File: src/rtl/if_stage_unit.sv
// Instruction fetch stage with IF/ID register and a one-entry skid buffer.
// Define IF_PERF_CNT_EN to add the perf_stall_cnt / perf_flush_cnt counters.
module if_stage_unit #(
   parameter int unsigned       ADDR_W   = 32,
   parameter int unsigned       INSTR_W  = 32,
   parameter logic [ADDR_W-1:0] RESET_PC = '0
) (
   input  logic               clk,
   input  logic               rst,
   input  logic               freeze,
   input  logic               branch_taken,
   input  logic [ADDR_W-1:0]  branch_addr,
   output logic               imem_req,
   output logic [ADDR_W-1:0]  imem_addr,
   input  logic               imem_rvalid,
   input  logic [INSTR_W-1:0] imem_rdata,
   output logic               id_valid,
   output logic [ADDR_W-1:0]  id_pc,
   output logic [INSTR_W-1:0] id_instr
`ifdef IF_PERF_CNT_EN
   ,
   output logic [31:0]        perf_stall_cnt,
   output logic [31:0]        perf_flush_cnt
`endif
);

   typedef enum logic [1:0] {StReq, StWait, StDrop} state_e;

   state_e               state_q, state_d;
   logic [ADDR_W-1:0]    pc_q, pc_d;
   logic [ADDR_W-1:0]    pend_pc_q, pend_pc_d;
   logic                 skid_valid_q, skid_valid_d;
   logic [ADDR_W-1:0]    skid_pc_q, skid_pc_d;
   logic [INSTR_W-1:0]   skid_instr_q, skid_instr_d;
   logic                 id_valid_d;
   logic [ADDR_W-1:0]    id_pc_d;
   logic [INSTR_W-1:0]   id_instr_d;
   logic                 accept;
   logic                 issue;

   always_comb begin
      accept = (state_q == StWait) && imem_rvalid && !branch_taken;
      // A response caught by freeze parks in the skid, so no new fetch that cycle.
      issue  = !branch_taken && !skid_valid_q &&
               ((state_q == StReq) || (accept && !freeze));
   end

   always_ff @(posedge clk or posedge rst) begin
      if (rst) begin
         state_q <= StReq;
      end else begin
         state_q <= state_d;
      end
   end

   always_comb begin
      state_d = state_q;
      if (branch_taken) begin
         // Only a still-pending response needs discarding after a redirect.
         state_d = ((state_q != StReq) && !imem_rvalid) ? StDrop : StReq;
      end else if (issue) begin
         state_d = StWait;
      end else begin
         unique case (state_q)
            StReq:          state_d = StReq;
            StWait, StDrop: if (imem_rvalid) state_d = StReq;
            default:        state_d = StReq;
         endcase
      end
   end

   always_comb begin
      imem_req  = issue && !rst;
      imem_addr = pc_q;
   end

   always_comb begin
      pc_d         = pc_q;
      pend_pc_d    = pend_pc_q;
      skid_valid_d = skid_valid_q;
      skid_pc_d    = skid_pc_q;
      skid_instr_d = skid_instr_q;
      id_valid_d   = id_valid;
      id_pc_d      = id_pc;
      id_instr_d   = id_instr;
      if (branch_taken) begin
         pc_d         = branch_addr;
         skid_valid_d = 1'b0;
         id_valid_d   = 1'b0;
         id_pc_d      = '0;
         id_instr_d   = '0;
      end else begin
         if (issue) begin
            pc_d      = pc_q + ADDR_W'(4);
            pend_pc_d = pc_q;
         end
         if (freeze) begin
            if (accept) begin
               skid_valid_d = 1'b1;
               skid_pc_d    = pend_pc_q + ADDR_W'(4);
               skid_instr_d = imem_rdata;
            end
         end else if (skid_valid_q) begin
            skid_valid_d = 1'b0;
            id_valid_d   = 1'b1;
            id_pc_d      = skid_pc_q;
            id_instr_d   = skid_instr_q;
         end else if (accept) begin
            id_valid_d = 1'b1;
            id_pc_d    = pend_pc_q + ADDR_W'(4);
            id_instr_d = imem_rdata;
         end else begin
            id_valid_d = 1'b0;
            id_instr_d = '0;
         end
      end
   end

   always_ff @(posedge clk or posedge rst) begin
      if (rst) begin
         pc_q         <= RESET_PC;
         pend_pc_q    <= '0;
         skid_valid_q <= 1'b0;
         skid_pc_q    <= '0;
         skid_instr_q <= '0;
         id_valid     <= 1'b0;
         id_pc        <= '0;
         id_instr     <= '0;
      end else begin
         pc_q         <= pc_d;
         pend_pc_q    <= pend_pc_d;
         skid_valid_q <= skid_valid_d;
         skid_pc_q    <= skid_pc_d;
         skid_instr_q <= skid_instr_d;
         id_valid     <= id_valid_d;
         id_pc        <= id_pc_d;
         id_instr     <= id_instr_d;
      end
   end

`ifdef IF_PERF_CNT_EN
   always_ff @(posedge clk or posedge rst) begin
      if (rst) begin
         perf_stall_cnt <= '0;
         perf_flush_cnt <= '0;
      end else begin
         if (freeze && (skid_valid_q || id_valid) && (perf_stall_cnt != 32'hFFFF_FFFF)) begin
            perf_stall_cnt <= perf_stall_cnt + 32'd1;
         end
         if (branch_taken && (perf_flush_cnt != 32'hFFFF_FFFF)) begin
            perf_flush_cnt <= perf_flush_cnt + 32'd1;
         end
      end
   end
`endif

endmodule

File: config.mk
export PLATFORM = sky130hd
export DESIGN_NAME = if_stage_unit
export DESIGN_NICKNAME = d
export VERILOG_FILES = /design/src/rtl/if_stage_unit.sv
export SDC_FILE = /design/constraint.sdc
export NUM_CORES = 1
export LEC_CHECK = 0
export ABC_AREA = 1
export BUFFER_PORTS_ARGS = -buffer_cell sky130_fd_sc_hd__buf_2
export CAP_MARGIN = 20
export CORE_MARGIN = 4
export CORE_UTILIZATION = 38
export DETAILED_ROUTE_END_ITERATION = 8
export GPL_TIMING_DRIVEN = 0
export PLACE_DENSITY = 0.68
export SKIP_CTS_REPAIR_TIMING = 1
export SLEW_MARGIN = 20
export SYNTH_ARGS = -nofsm -noshare
export SYNTH_HDL_FRONTEND = slang
export SYNTH_SLANG_ARGS = --single-unit
File: constraint.sdc
create_clock -name clk -period 7.16 [get_ports clk]
set_input_delay 1.432 -clock clk [delete_from_list [all_inputs] [get_ports clk]]
set_output_delay 1.432 -clock clk [all_outputs]
set_load 0.02 [all_outputs]
==> flow_metrics.tcl, run 1 <==
set metrics [dict create \
    nets 1558 \
    slew_headroom_pct 54.0 \
    crit_path_max_fanout 10 \
    min_path_type "reg2reg" \
    finalCritPeriodShare_pct 58.3 \
    postSynth.asyncResetShare_pct 100 \
    fin_util_pct 46.5 \
    first_pass_iters 6 \
    finalMaxSlewViolations 0 \
    syn_to_final_growth_pct 19.5 \
    htreeDepth 4 \
    io_pins 167 \
    cts_tree "built" \
    grt_max_degree 102 \
    rsz0062_at_grt "false" \
    layout_setup_ws_ns 2.98 \
    grt_pass1_wl_um 45700 \
    grt_overflow_total 0 \
    clock_sinks 196 \
    synthFlopType "dfrtp_1" \
    yosys.cell_types.count 37 \
    rows 58 \
    yosysMostFrequentCell "nand2_1" \
    clockRootBuffer "clkbuf_16" \
    p_total_uw 3390 \
    avgSynthCellArea_um2 7.58 \
    die-area_um2 28600 \
    synth_nets 1372 \
    crit_required_ns 5.73 \
    wl_per_cell_um 15.4 \
    clk_latency_ns 0.45 \
    fin_crit_ns 4.18 \
    wl_um 28200 \
    core_um2 25300 \
    startpoint_type "input port" \
    maxCapViolCount 0 \
    synth_top_area_share_pct 49.8 \
    fin_hold_ws_ns 0.480 \
    worstPathCellList "buf_2 -> inv_2 -> nand3_1 -> o21bai_2 -> nand2_2 -> buf_4 -> buf_2 -> nor2_1 -> buf_2" \
    finalSetupViolations 0 \
    io_buffer_count 166 \
    grtUsageTotal_pct 19.8 \
    place_ws_ns 2.95 \
    vias 9069 \
    vias_per_cell 4.96 \
    max-vdd-ir-drop_v 0.000172 \
    timing.final.hold_violations 0 \
    fin_tns_setup_ns 0 \
    status "complete, no violations" \
    p_leak_uw 0.00604 \
    worstMarginPinSlew_ns 0.691 \
    clock.fmax_ghz 0.239 \
    route.detailed.drc 0 \
    cts.path.max_buffers 2 \
    drive_above_1_share_pct 17.6 \
    syn_area_um2 9850 \
    cts_made_buffers 17 \
    ys_top_cells_by_area "dfrtp_1 (50%), nand2_1 (21%), nand3_1 (4.3%)" \
    clk_pin_slew_ns 0.08 \
    synth_seq_cells 196 \
    cp_common_cell "buf_2" \
    cp-end-kind "output port" \
    synth_edf_count 0 \
    power_density_nw_per_um2 288 \
    ys_warn_count 0 \
    cp_slowest_cell "buf_2" \
    cp.buffers_inverters 5 \
    die_w_um 169 \
    ant_nets 0 \
    crit_family "buffers and inverters" \
    clock_skew_ns 0.0165 \
    path_class "in2out" \
    drt_iter0_drc 849 \
    critPathMaxStageDelay_ns 0.21 \
    hpwl_um 21300 \
    arrival_ns 2.74 \
    netlist_instances 1299 \
    synth_largest_area_cell "dfrtp_1" \
    start_util_pct 38.9 \
    antenna_found_initial 1 \
    ys_top_cells_by_count "nand2_1 (539), dfrtp_1 (196), nor2_1 (111), nand3_1 (85), inv_1 (79)" \
    chipHeight_um 169 \
    gp_congestion 0.929 \
    ys_seq_area_share_pct 49.8 \
    grt_pass1_vias 8460 \
]
==> flip-flops by register name, indices dropped and copies added (netlist names), 2 cells and up <==
register,flops
id_instr,32
id_pc,32
imem_addr,32
pend_pc_q,32
skid_instr_q,32
skid_pc_q,32
state_q,2
==> worst min-delay path, stage by stage, from the launching register on <==
cell and delay [ns]:
dfrtp_1 0.35, nand2_1 0.05, nand2_1 0.05
==> cell type report <==
class | instances | area [um^2]
Multi-Input combinational cell | 963 | 4350
Clock inverter | 15 | 213
Timing Repair Buffer | 167 | 858
Tap cell | 330 | 413
Inverter | 84 | 323
Sequential cell | 196 | 4900
Antenna cell | 1 | 2.50
Buffer | 56 | 280
Fill cell | 2480 | 13600
Clock buffer | 17 | 425
==> final timing paths <==
kind                            slack (ns)          endpoint  cells past startpoint        startpoint
max in group asynchronous             5.12         id_pc[17]                      3               rst
worst min-delay path                  0.48  skid_instr_q[21]                      2  skid_instr_q[21]
worst max register to register        5.29         id_pc[12]                      7      pend_pc_q[2]
worst max-delay path                  2.98          imem_req                      9      branch_taken
min in group asynchronous             1.10      id_instr[23]                      2               rst
worst min register to register        0.48  skid_instr_q[21]                      2  skid_instr_q[21]
==> logic make-up (layout without fill, tap and decap cells) <==
group	count (synthesis)	after routing	share of synthesized area (%)
AO/OA/AOI/OAI	166	166	9.70
other	0	1	0
XOR/XNOR	21	21	1.87
flip-flops	196	196	49.8
AND/OR/NAND/NOR	769	769	31.8
buffers and inverters	140	339	6.05
adder cells (fa/ha/maj)	4	4	0.508
multiplexers	3	3	0.305
==> metal layers <==
layer | GRT usage (%) | wire length [um] | vias to the layer above
li1 | - | - | 4524
met1 | 29.3 | 13200 | 4220
met2 | 30.7 | 12900 | 290
met3 | 2.50 | 1590 | 35
met4 | 5.53 | 513 | 0
met5 | 0 | 0 | -
==> stage by stage <==
step	instance area (um^2)	cells
after global placement	11100	1795
after floorplan	9850	1299
final	11800	1829
after detailed placement	11100	1796
after CTS	11800	1828
after global routing	11800	1829
==> power breakdown <==
group,leakage (uW),total [uW],switching (uW),internal [uW]
Clock,0.000309,1020,529,494
Combinational,0.00323,788,514,273
Sequential,0.00250,1580,218,1370
Total,0.00604,3390,1260,2130
==> layout by cell type (no fill, tap or decap), types with 4 or more instances in the layout <==
master / instances
o21ai_0: 76
inv_1: 78
inv_12: 4
clkinv_8: 4
a31oi_1: 10
xor2_1: 14
xnor2_1: 7
inv_8: 5
nand2_1: 539
ha_1: 4
nor2_1: 111
a21oi_1: 18
nand2_2: 7
dfrtp_1: 196
buf_4: 9
clkbuf_16: 17
a22oi_1: 33
inv_2: 4
nor2_4: 6
o211ai_1: 4
nor2_2: 8
nand4_1: 4
nand3_1: 85
clkbuf_1: 23
buf_2: 189
o21ai_1: 20
Note: power is estimated with default switching activity, not from simulation.
==> run 2: changes to the inputs <==
Clock period 7.16 ns to 3.8 ns, I/O delays scaled along.
==> flow_metrics.tcl, run 2 (synthesis gave the netlist of run 1 again) <==
set metrics [dict create \
    status "complete, no violations" \
    seqPwrFrac_pct 47.5 \
    reg2reg_to "imem_addr[11]" \
    fin_hold_ws_ns 0.367 \
    worstPathCellList "inv_1 -> ha_1 -> nand3_1 -> o21bai_2 -> nand2_2 -> buf_4 -> buf_2 -> nor2_1 -> buf_2" \
    min_path_type "in2async" \
    io_buffer_count 166 \
    hpwl_um 22100 \
    crit_family "buffers and inverters" \
    wl_per_cell_um 15.7 \
    met1_usage_pct 29.2 \
    wl_um 28800 \
    switching_share_pct 36.7 \
    cts.path.max_buffers 2 \
    cp.buffers_inverters 4 \
    core_um2 25300 \
    r2r-start "state_q[1]" \
    maxCapViolCount 0 \
    grt_max_degree 33 \
    layout.cells.non_filler 1833 \
    arrival_ns 2.19 \
    grtUsageTotal_pct 20.5 \
    post-place-cells 1801 \
    p_total_uw 6290 \
    clock_sinks 196 \
    met2_usage_pct 32.8 \
    clockRootBuffer "clkbuf_16" \
    cts_tree "built" \
    p_leak_uw 0.00605 \
    syn_to_final_growth_pct 19.8 \
    io_pins 167 \
    cp_common_cell "buf_2" \
    gr-max-usage-layer "met2" \
    finalMaxSlewViolations 0 \
    place_area_um2 11200 \
    p_int_uw 3980 \
    max-vdd-ir-drop_v 0.000306 \
    clk_pin_slew_ns 0.08 \
    crit_required_ns 3.04 \
    rsz0062_at_grt "false" \
    slew_headroom_pct 55.3 \
    ant_nets 0 \
    endpoint "imem_req" \
    first_pass_iters 7 \
    crit_path_max_fanout 10 \
    cp-end-kind "output port" \
    switching_power_uw 2310 \
    path_class "reg2out" \
    seq_area_um2 4900 \
    ff2ff_path_depth 10 \
    critPathMaxStageDelay_ns 0.38 \
    timing.final.hold_violations 0 \
    cts_made_buffers 17 \
    clk_latency_ns 0.45 \
    grt_pass1_vias 8873 \
    vias_per_cell 4.99 \
    final_cell_mix "nand2_1 (539), dfrtp_1 (196), buf_2 (189)" \
    start_util_pct 38.9 \
    layout_commonest_cell "nand2_1" \
    worstSetupPathDepth 9 \
    grt_pass1_wl_um 47600 \
    final_cell_area_um2 11800 \
    route.detailed.drc 0 \
    clock_skew_ns 0.00902 \
    cp_slowest_cell "dfrtp_1" \
    layout_setup_ws_ns 0.848 \
    drt_iter0_drc 775 \
    r2r_slack_ns 2.01 \
    clkPwrFrac_pct 28.7 \
    power_density_nw_per_um2 533 \
    rows 58 \
    htreeDepth 4 \
    pwr-share-comb_pct 23.8 \
    grt_overflow_total 0 \
    place_ws_ns 0.919 \
    fillCellCount 2536 \
    vias 9152 \
    finalSetupViolations 0 \
    gp_congestion 0.926 \
    nets 1563 \
    worstMarginPinSlew_ns 0.670 \
    die-area_um2 28600 \
    startpoint "state_q[1]" \
    antenna_found_initial 0 \
    die_w_um 169 \
    finalCritPeriodShare_pct 77.7 \
    grt_util_met3_pct 3.20 \
    diodes 0 \
    startpoint_type "register" \
    drive_above_1_share_pct 17.9 \
    chipHeight_um 169 \
    multiInputGateArea_um2 4350 \
    fin_crit_ns 2.95 \
    clock.fmax_ghz 0.339 \
]
## run 2: cell types whose count changed in the layout (fill, tap and decap cells not counted), sizes merged
cell,delta
buf,+5
inv,-5
clkinvlp,+3
clkinv,+2
diode,-1
## run 2: how the worst min path moves through the flow
stage	cells past startpoint	endpoint	startpoint
finish	2	id_instr[14]	rst
global route	2	id_instr[14]	rst
CTS	2	id_instr[14]	rst
detailed placement	2	skid_instr_q[6]	skid_instr_q[6]
global placement	2	skid_pc_q[1]	skid_pc_q[1]
floorplan	2	skid_pc_q[0]	skid_pc_q[0]
## run 2: power by group through the flow
stage / clock [uW] / sequential, uW / combinational, uW
6_report: 1800 / 2990 / 1500
5_1_grt: 1910 / 3060 / 1710
4_1_cts: 1830 / 2980 / 1510
3_5_place_dp: 0 / 3020 / 1500
3_3_place_gp: 0 / 3000 / 1440
2_1_floorplan: 0 / 3050 / 895
## run 2: layer usage
layer	vias up	wire [um]	part of all wire (%)
li1	4531	-	-
met3	42	1450	5.0
met1	4308	13600	47
met5	-	0	0
met2	271	13200	46
met4	0	596	2.1
## run 2: layout make-up
| cell class | count | area share, % |
|---|---|---|
| flip-flops and latches | 196 | 41.5 |
| multi-input cells | 963 | 36.9 |
| repair buffers | 172 | 8.06 |
| clock buffers | 17 | 3.60 |
| well taps | 330 | 3.50 |
| inverters | 84 | 2.70 |
| plain buffers | 56 | 2.37 |
| clock inverters | 15 | 1.37 |
## run 2: metrics by stage
step	TNS, ns	utilization [%]
finish	0	46.6
global route	0	46.6
CTS	0	46.6
detailed placement	0	44.3
global placement	-137.98	43.8
floorplan	0	-
==> run 3: changes to the inputs <==
Clock period 3.8 ns to 2.63 ns, I/O delays scaled along.
==> flow_metrics.tcl, run 3 (synthesis gave the netlist of run 1 again) <==
set metrics [dict create \
    grt_util_met3_pct 3.20 \
    met2_usage_pct 32.8 \
    arrival_ns 1.98 \
    ant_nets 0 \
    max-vdd-ir-drop_v 0.000443 \
    clock_sinks 196 \
    vias_per_cell 5.02 \
    die_w_um 169 \
    antenna_found_initial 0 \
    diodes 0 \
    slew_headroom_pct 56.7 \
    fillCellCount 2537 \
    cts_made_buffers 17 \
    chipHeight_um 169 \
    maxCapViolCount 0 \
    met1_usage_pct 29.2 \
    layout_setup_ws_ns 0.126 \
    rows 58 \
    p_total_uw 9080 \
    layout_commonest_cell "nand2_1" \
    clk_latency_ns 0.44 \
    path_class "reg2out" \
    io_pins 167 \
    grt_pass1_vias 8873 \
    p_leak_uw 0.00605 \
    finalCritPeriodShare_pct 95.2 \
    grt_overflow_total 0 \
    vias 9188 \
    htreeDepth 4 \
    cp-end-kind "output port" \
    finalSetupViolations 0 \
    multiInputGateArea_um2 4360 \
    seq_area_um2 4900 \
    crit_path_max_fanout 19 \
    fin_crit_ns 2.50 \
    timing.final.hold_violations 0 \
    grtUsageTotal_pct 20.5 \
    die-area_um2 28600 \
    min_path_type "in2async" \
    clockRootBuffer "clkbuf_16" \
    power_density_nw_per_um2 769 \
    finalMaxSlewViolations 0 \
    grt_max_degree 33 \
    cts.path.max_buffers 2 \
    worstPathCellList "inv_1 -> ha_1 -> nand3_2 -> o21bai_2 -> nand2_2 -> buf_4 -> nor2_1 -> buf_2" \
    fin_hold_ws_ns 0.136 \
    gr-max-usage-layer "met2" \
    place_area_um2 11200 \
    gp_congestion 0.926 \
    final_cell_area_um2 11800 \
    syn_to_final_growth_pct 19.8 \
    core_um2 25300 \
    clock.fmax_ghz 0.399 \
    worstMarginPinSlew_ns 0.649 \
    nets 1562 \
    route.detailed.drc 0 \
    crit_required_ns 2.10 \
    grt_pass1_wl_um 47600 \
    critPathMaxStageDelay_ns 0.38 \
    first_pass_iters 6 \
    wl_per_cell_um 15.8 \
    cp_slowest_cell "dfrtp_1" \
    start_util_pct 38.9 \
    wl_um 28900 \
    final_cell_mix "nand2_1 (539), dfrtp_1 (196), buf_2 (188)" \
    startpoint_type "register" \
    drive_above_1_share_pct 17.9 \
    hpwl_um 22100 \
    drt_iter0_drc 796 \
    clock_skew_ns 0.00853 \
    place_ws_ns 0.217 \
    clk_pin_slew_ns 0.08 \
    status "complete, no violations" \
    fin_util_pct 46.6 \
    cts_tree "built" \
    io_buffer_count 166 \
    rsz0062_at_grt "false" \
]
run 3: cell count changes in the layout (fill, tap and decap cells not counted):
cell	change
buf_2	-1
nand3_1	-1
nand3_2	+1
run 3: stage by stage:
| step | setup TNS, ns | std cells |
|---|---|---|
| 2_1_floorplan | -83.96 | 1299 |
| 3_3_place_gp | -321.43 | 1795 |
| 3_5_place_dp | 0 | 1801 |
| 4_1_cts | -0.0926 | 1833 |
| 5_1_grt | 0 | 1832 |
| 6_report | 0 | 1832 |
run 3: report_power, final:
part | internal [uW] | switching (uW)
sequential | 3720 | 601
clock | 1270 | 1320
combinational | 758 | 1410
run 3: final timing paths:
path | endpoint | start | slack [ns] | depth (start not counted)
max in group asynchronous | skid_pc_q[25] | rst | 1.45 | 5
worst max register to register | id_pc[7] | skid_valid_q | 0.84 | 6
worst min-delay path | id_instr[23] | rst | 0.14 | 2
worst max-delay path | imem_req | state_q[1] | 0.13 | 8
min in group clk | imem_addr[1] | branch_addr[1] | 0.29 | 3
worst min register to register | skid_instr_q[6] | skid_instr_q[6] | 0.48 | 2
run 3: layout make-up:
cell class | count | area share (%)
clock inverters | 15 | 1.37
plain buffers | 55 | 2.33
multi-input cells | 963 | 36.9
inverters | 84 | 2.70
repair buffers | 172 | 8.06
flip-flops and latches | 196 | 41.5
well taps | 330 | 3.50
clock buffers | 17 | 3.60
run 3: per-layer routing:
layer | vias up | routed length (um)
li1 | 4526 | -
met1 | 4343 | 13500
met2 | 277 | 13300
met3 | 42 | 1540
met4 | 0 | 543
met5 | - | 0
run 3: critical path, delay by kind of cell, from the launching register on:
family / cells / cell delay (ns)
AOI/OAI and AO/OA: 1 / 0.15
adders and majority gates: 1 / 0.18
buffers and inverters: 3 / 0.48
DFF: 1 / 0.38
and+or+nand+nor: 3 / 0.34
